**src/rtl/piso_pkg.sv**
```systemverilog
// Shared types and constants for the PISO serializer family.
// Optional build macro used by the top: PISO_BACK_TO_BACK_EN.
package piso_pkg;

  localparam int PISO_DATA_WIDTH = 32;

  typedef enum logic [0:0] {
    PISO_IDLE  = 1'b0,
    PISO_SHIFT = 1'b1
  } piso_state_e;

  // Counter width able to hold width-1; never narrower than one bit.
  function automatic int piso_count_width(input int width);
    if (width <= 2) begin
      piso_count_width = 1;
    end else begin
      piso_count_width = $clog2(width);
    end
  endfunction

endpackage

```
**src/rtl/piso_bit_counter.sv**
```systemverilog
// Loadable down-counter with enable and zero flag; saturates at zero.
module piso_bit_counter #(
  parameter int WIDTH = 5
) (
  input  logic             Clk_In,
  input  logic             Reset_In,
  input  logic             enable,
  input  logic             load,
  input  logic [WIDTH-1:0] load_value,
  output logic [WIDTH-1:0] count,
  output logic             zero
);

  logic [WIDTH-1:0] count_r;

  // Load has priority over decrement; nothing moves while disabled.
  always_ff @(posedge Clk_In or posedge Reset_In) begin
    if (Reset_In) begin
      count_r <= {WIDTH{1'b0}};
    end else if (enable) begin
      if (load) begin
        count_r <= load_value;
      end else if (count_r != {WIDTH{1'b0}}) begin
        count_r <= count_r - WIDTH'(1);
      end else begin
        count_r <= count_r;
      end
    end else begin
      count_r <= count_r;
    end
  end

  assign count = count_r;
  assign zero  = (count_r == {WIDTH{1'b0}});

endmodule

```
**src/rtl/piso_serializer_tx.sv**
```systemverilog
// MSB-first parallel-in serial-out transmitter with valid/ready load.
// Build macro PISO_BACK_TO_BACK_EN allows reload in the last bit cycle.
module piso_serializer_tx
  import piso_pkg::*;
#(
  parameter int DATA_WIDTH = PISO_DATA_WIDTH
) (
  input  logic                  Clk_In,
  input  logic                  Reset_In,
  input  logic                  Enable_In,
  input  logic                  Load_Valid_In,
  output logic                  Load_Ready_Out,
  input  logic [DATA_WIDTH-1:0] Parallel_Data_In,
  output logic                  Serial_Data_Out,
  output logic                  Shift_Data_Signal_Out,
  output logic                  Busy_Out,
  output logic                  Done_Out
);

  localparam int CW = piso_count_width(DATA_WIDTH);

  piso_state_e           state_r;
  piso_state_e           state_next_s;
  logic [DATA_WIDTH-1:0] shift_r;
  logic [CW-1:0]         bit_count_s;
  logic                  count_zero_s;
  logic                  count_en_s;
  logic                  done_r;
  logic                  ready_s;
  logic                  load_fire_s;
  logic                  in_shift_s;

  assign in_shift_s  = (state_r == PISO_SHIFT);
  assign load_fire_s = Load_Valid_In & ready_s;
  assign count_en_s  = Enable_In & (in_shift_s | load_fire_s);

  // Ready is forced low while reset is held so nothing is offered early.
  always_comb begin
    ready_s = 1'b0;
    if (Reset_In || !Enable_In) begin
      ready_s = 1'b0;
    end else begin
      case (state_r)
        PISO_IDLE:  ready_s = 1'b1;
`ifdef PISO_BACK_TO_BACK_EN
        PISO_SHIFT: ready_s = count_zero_s;
`else
        PISO_SHIFT: ready_s = 1'b0;
`endif
        default:    ready_s = 1'b0;
      endcase
    end
  end

  // State register; a low enable freezes the frame in place.
  always_ff @(posedge Clk_In or posedge Reset_In) begin
    if (Reset_In) begin
      state_r <= PISO_IDLE;
    end else if (Enable_In) begin
      state_r <= state_next_s;
    end else begin
      state_r <= state_r;
    end
  end

  // Next-state logic.
  always_comb begin
    state_next_s = state_r;
    case (state_r)
      PISO_IDLE: begin
        if (load_fire_s) begin
          state_next_s = PISO_SHIFT;
        end else begin
          state_next_s = PISO_IDLE;
        end
      end
      PISO_SHIFT: begin
        if (count_zero_s && !load_fire_s) begin
          state_next_s = PISO_IDLE;
        end else begin
          state_next_s = PISO_SHIFT;
        end
      end
      default: state_next_s = PISO_IDLE;
    endcase
  end

  // Output decode; serial line holds through a disabled stretch because shift_r does.
  always_comb begin
    Serial_Data_Out       = 1'b0;
    Shift_Data_Signal_Out = 1'b0;
    Busy_Out              = 1'b0;
    if (in_shift_s) begin
      Serial_Data_Out       = shift_r[DATA_WIDTH-1];
      Shift_Data_Signal_Out = Enable_In;
      Busy_Out              = 1'b1;
    end else begin
      Serial_Data_Out       = 1'b0;
      Shift_Data_Signal_Out = 1'b0;
      Busy_Out              = 1'b0;
    end
  end

  assign Load_Ready_Out = ready_s;
  assign Done_Out       = done_r & Enable_In;

  // Shift register: load on handshake, else shift left with zero fill.
  always_ff @(posedge Clk_In or posedge Reset_In) begin
    if (Reset_In) begin
      shift_r <= {DATA_WIDTH{1'b0}};
    end else if (Enable_In && load_fire_s) begin
      shift_r <= Parallel_Data_In;
    end else if (Enable_In && in_shift_s) begin
      shift_r <= {shift_r[DATA_WIDTH-2:0], 1'b0};
    end else begin
      shift_r <= shift_r;
    end
  end

  // Done marks the cycle after the final bit, including a back-to-back reload.
  always_ff @(posedge Clk_In or posedge Reset_In) begin
    if (Reset_In) begin
      done_r <= 1'b0;
    end else if (Enable_In) begin
      done_r <= in_shift_s & count_zero_s;
    end else begin
      done_r <= done_r;
    end
  end

  piso_bit_counter #(
    .WIDTH (CW)
  ) u_bit_counter (
    .Clk_In     (Clk_In),
    .Reset_In   (Reset_In),
    .enable     (count_en_s),
    .load       (load_fire_s),
    .load_value (CW'(DATA_WIDTH - 1)),
    .count      (bit_count_s),
    .zero       (count_zero_s)
  );

endmodule
```
**config.mk**
```make
export PLATFORM = sky130hd
export DESIGN_NAME = piso_serializer_tx
export DESIGN_NICKNAME = d
export VERILOG_FILES = /design/src/rtl/piso_pkg.sv /design/src/rtl/piso_bit_counter.sv /design/src/rtl/piso_serializer_tx.sv
export SDC_FILE = /design/constraint.sdc
export NUM_CORES = 1
export LEC_CHECK = 0
export ABC_AREA = 1
export BUFFER_PORTS_ARGS = -buffer_cell sky130_fd_sc_hd__buf_2
export CAP_MARGIN = 10
export CORE_UTILIZATION = 59
export DETAILED_ROUTE_END_ITERATION = 8
export PLACE_DENSITY = 0.84
export SYNTH_ARGS = -nofsm -noshare
export SYNTH_HDL_FRONTEND = slang
export SYNTH_SLANG_ARGS = --single-unit
```
**constraint.sdc**
```tcl
create_clock -name Clk_In -period 3.7 [get_ports Clk_In]
set_input_delay 0.37 -clock Clk_In [delete_from_list [all_inputs] [get_ports Clk_In]]
set_output_delay 0.37 -clock Clk_In [all_outputs]
set_load 0.005 [all_outputs]
```
After elaboration in Yosys (flattened, before gate mapping)
Index checks and enable logic that the tools add are counted.

word-level totals
  bits in registers = 39
  output and inout port bits = 5
  word-level logic and storage cells = 34

cells by class
  add/sub/neg operators = 1
  mux-type cells = 12
  bitwise operators = 6
  reduce and logical (&&, ||, !) cells = 11

operator list
  kind                                                                count
  32-bit 2-to-1 mux                                                   2
  5-bit 2-to-1 mux                                                    2
  1-bit 2-to-1 mux                                                    6
  5-bit zero test                                                     1
  5-bit nonzero test                                                  1
  5-bit by 1-bit subtractor with 5-bit output, second input constant  1
  1-bit bitwise AND                                                   4
  1-bit one-hot mux with 2 select lines                               2
  2-bit nonzero test                                                  2
  1-bit logical AND                                                   3
  1-bit zero test                                                     2
  2-bit AND reduction                                                 1
  1-bit logical OR                                                    1
  1-bit NOT                                                           1
  1-bit bitwise OR                                                    1

Longest topological paths before layout
  depth in word-level cells = 8
  mapped depth = 8
  depth with buffers taken out = 8

By module
Synthesis repeated with hierarchy kept, for this count alone.

second synthesis, totals
  cells, all modules = 343
  area total of the unflattened synthesis = 2346.0 um2

modules (own cells, without submodules)
  module              times used  cells each  area an instance (um2)  seq. area each (um2)
  piso_serializer_tx  1           296         2006.9                  850.8
  piso_bit_counter    1           47          339.1                   125.1

Worst setup path before layout
No wires, ideal clock.

  kind = input to register
  from = input port Reset_In
  to = register shift_r[17]
  setup time = 0.125 ns
  data arrival time = 1.817 ns
  data required time = 3.575 ns
  setup slack = 1.758 ns
  stages on the path = 5
  path buffers = 1
  cell sequence = inv_1 nand3_1 buf_2 nand3_1 nand3_1

between the ends
  longest elaborated chain between the ends = 5
  elaborated cells on any way between the ends = 6
  those cells by class = mux: 2; bitwise: 1; reduce/logical: 3

RTL lines
  item                                                            line                       RTL
  from (decl)                                                     piso_serializer_tx.sv:9    input logic Reset_In,
  1-bit logical OR (*)                                            piso_serializer_tx.sv:40   if (Reset_In || !Enable_In) begin
  1-bit 2-to-1 mux (*)                                            piso_serializer_tx.sv:40
  1-bit bitwise AND (*)                                           piso_serializer_tx.sv:34   assign load_fire_s = Load_Valid_In & ready_s;
  1-bit logical AND (*)                                           piso_serializer_tx.sv:111  end else if (Enable_In && load_fire_s) begin
  32-bit 2-to-1 mux / 2-bit nonzero test (equally long branches)  --
  to (signal assigned)                                            piso_serializer_tx.sv:110  shift_r <= {DATA_WIDTH{1'b0}};
  to (signal assigned)                                            piso_serializer_tx.sv:112  shift_r <= Parallel_Data_In;
  to (signal assigned)                                            piso_serializer_tx.sv:114  shift_r <= {shift_r[DATA_WIDTH-2:0], 1'b0};
  to (decl)                                                       piso_serializer_tx.sv:24   logic [DATA_WIDTH-1:0] shift_r;

Every way passes the cells marked *; elsewhere a longest branch is shown, timed or not.
A chain may end at the register's enable or synchronous reset.

Worst setup path in the final report
  from = register state_r (netlist: in_shift_s)
  to = output port Load_Ready_Out

between the ends
  longest elaborated chain between the ends = 3

RTL lines
  item                                       line                      RTL
  from (decl)                                piso_serializer_tx.sv:22  piso_state_e state_r;
  from (signal assigned)                     piso_serializer_tx.sv:60  state_r <= state_next_s;
  from (signal assigned)                     piso_serializer_tx.sv:62  state_r <= state_r;
  1-bit NOT                                  piso_serializer_tx.sv:43  case (state_r)
  1-bit one-hot mux with 2 select lines (*)  piso_serializer_tx.sv:43
  1-bit 2-to-1 mux (*)                       piso_serializer_tx.sv:40
  to (decl)                                  piso_serializer_tx.sv:12  output logic Load_Ready_Out,

Marked as above.

==> metrics <==
largest net degree at the start of global routing=41; combinational family with the most area after synthesis=simple AND/OR/NAND/NOR gates; worst-margin pin slew=1.06 ns; CP bufs+invs=1; Starting Density=0.629; share of power burned in registers=0.466; CTS Root Buffer Type=clkbuf_4; die height=62.3 microns; num ports=41; total setup buffers inserted after CTS=0; via count=1790; final std cells w/o fill=368; Max clock buf depth=2; CP max stage cell=nor3_4; routed vias/inst=4.86; GRT Total Usage=0.227; first-pass GRT wire length=6910 microns; Avg Cell Area, Syn=7.43 sq um; total gr overflow=0; Clock Skew=0.00709 ns; worst slack, placed=1.64 ns; RSZ-0062 raised after global routing=false; cells along the critical path=nor3_4 -> buf_2; drt pass-1 iters=4; Worst EP arrival=1.98 ns; die area=3890 sq um; synth warn=0; Async SR Flop Fraction=1.00; endpoints failing setup=0; TritonCTS clock tree=yes; ANT cells=0; P&R area growth vs syn=12.1%; Hold Buf Count CTS=0; Post-Synthesis Cells=289; port bufs=40; Seq/Total Area, Yosys=0.454; Synth top area share=0.454; Core ar.=3420 sq um; status=finished clean; H-Tree Depth=2; most frequent cell after synthesis=nand2_1; Hold/Removal Path Class=in2async; worst path required time=3.33 ns; critical path type=reg2out; Final Routed Wirelength=3880 microns; Crit. End Element=primary output; number of flops mapped to enable cells by yosys=0; Pwr per Cell Area=664 nW/um^2; FF+latch count, synth=39; chip width=62.3 microns; Synth Area in Simple Gates=0.419; Synth area leaders=dfrtp_1, nand2_1, nand3_1, nand3b_1, inv_1; Sw Pwr=583 uW; DRT antenna net count=0; Worst path max stage delay=0.89 ns; crit path from=in_shift_s$_DFFE_PP0P_; Synth area leader=dfrtp_1; Final Hold Fails=0; Worst-Skew Late Latency=0.35 ns; adder-cell area share of the yosys netlist=0.00582; Worst Slack Setup Final=1.35 ns; reg2reg path depth=6; Nets=358; fin. max-slew vios=0; Placed Cells=360; Crit Path Max Fanout=33; Combinational Power Share=0.346; WL/cell=10.5 microns; Iter 0 DRT Violations=187; clock slew at reported path FFs=0.12 ns; switch share=0.365; ys flop type=dfrtp_1; gpl congestion=0.787; cts bufs inserted=5; maximum VDD drop=302 uV; total power=1.60 mW; vias in the first global route=1657; initial antenna violation count=0; xor and xnor area share after synthesis=0; multiplexer area fraction after synthesis=0; Final TNS setup=0 ns; clock sinks=39; layout cells sized above 1=0.168; internal power=1.02 mW; Post-Syn Area=2150 sq um; HPWL Detailed=2540 microns; Netlist cell types=16; Rel. slew slack=0.293; CP delay by family, top=simple AND/OR/NAND/NOR gates; Rows=21; syn_nets=326; FMAX=426 MHz; WP depth=2; DRC errors left=0; CTS-repair resized insts=0; Leakage Power=1.40 nW; Synth Area in Compound Gates=0.00582; commonest cells in the netlist=nand2_1, nand3_1, dfrtp_1, inv_1, nand3b_1; nature of the critical path startpoint=flip-flop; worst r2r src=in_shift_s$_DFFE_PP0P_; Tcrit/Tclk final=0.634; Min Clock Period, post-route=2.35 ns; maxcap violations=0; Clk pwr share=0.188
[power by group through the flow]
stage	clock network [mW]	logic, mW	registers (mW)
floorplan	0	0.472	0.725
global placement	0	0.536	0.744
detailed placement	0	0.557	0.751
CTS	0.309	0.562	0.743
global route	0.327	0.664	0.767
finish	0.301	0.553	0.744
[cell usage in the layout (no fill, tap or decap), drive strengths merged]
cell	n
clkinv	1
ha	1
o211ai	1
inv	39
nand2	108
bufinv	1
nand3	50
o21ai	1
nand3b	28
clkbuf	6
nor2	4
dfrtp	39
nor3	1
buf	42
[flip-flops by register name (all words and copies together), names as in the netlist]
name,count
done_r,1
in_shift_s,1
shift_r,32
u_bit_counter.count,5
[logic make-up after synthesis]
kind of cell               Yosys count
DFF                                 39
AOI/OAI and AO/OA                    2
adders and majority gates            1
buffers and inverters               56
and+or+nand+nor                    191
[tightest hold or removal path, stage by stage]
cell and delay [ns]:
buf_2 0.12, inv_1 0.05, buf_4 0.42
[layout make-up]
class / count / area (sq um)
multi-input combinational: 194 / 925
sequential: 39 / 976
timing repair buffer: 42 / 215
clock inverter: 2 / 35.0
tap: 46 / 57.6
fill: 293 / 1010
clock buffer: 6 / 51.3
inverter: 39 / 149
[path summary, 6_finish.rpt]
kind	endpoint	slack, ns
worst min register to register	shift_r[31]$_DFFE_PP0P_	0.51
min in group Clk_In	shift_r[17]$_DFFE_PP0P_	0.26
max in group asynchronous	shift_r[6]$_DFFE_PP0P_	3.22
worst min-delay path	shift_r[15]$_DFFE_PP0P_	0.15
worst max register to register	u_bit_counter.count[3]$_DFFE_PP0P_	1.84
worst max-delay path	Load_Ready_Out	1.35
[through the flow]
step / cell area (sq um) / hold WS, ns / util
detailed placement: 2320 / 0.481 / 0.680
finish: 2410 / 0.151 / 0.705
CTS: 2410 / 0.152 / 0.705
global route: 2410 / 0.190 / 0.705
floorplan: 2150 / 0.452 / -
global placement: 2320 / 0.474 / 0.680
[per-layer routing]
metal	part of all wire	vias up	track usage
met1	0.49	774	0.295
met5	0	-	0
li1	-	965	-
met3	0.049	7	0.0570
met2	0.44	44	0.357
met4	0.018	0	0.105
(Power assumes the default switching activity.)
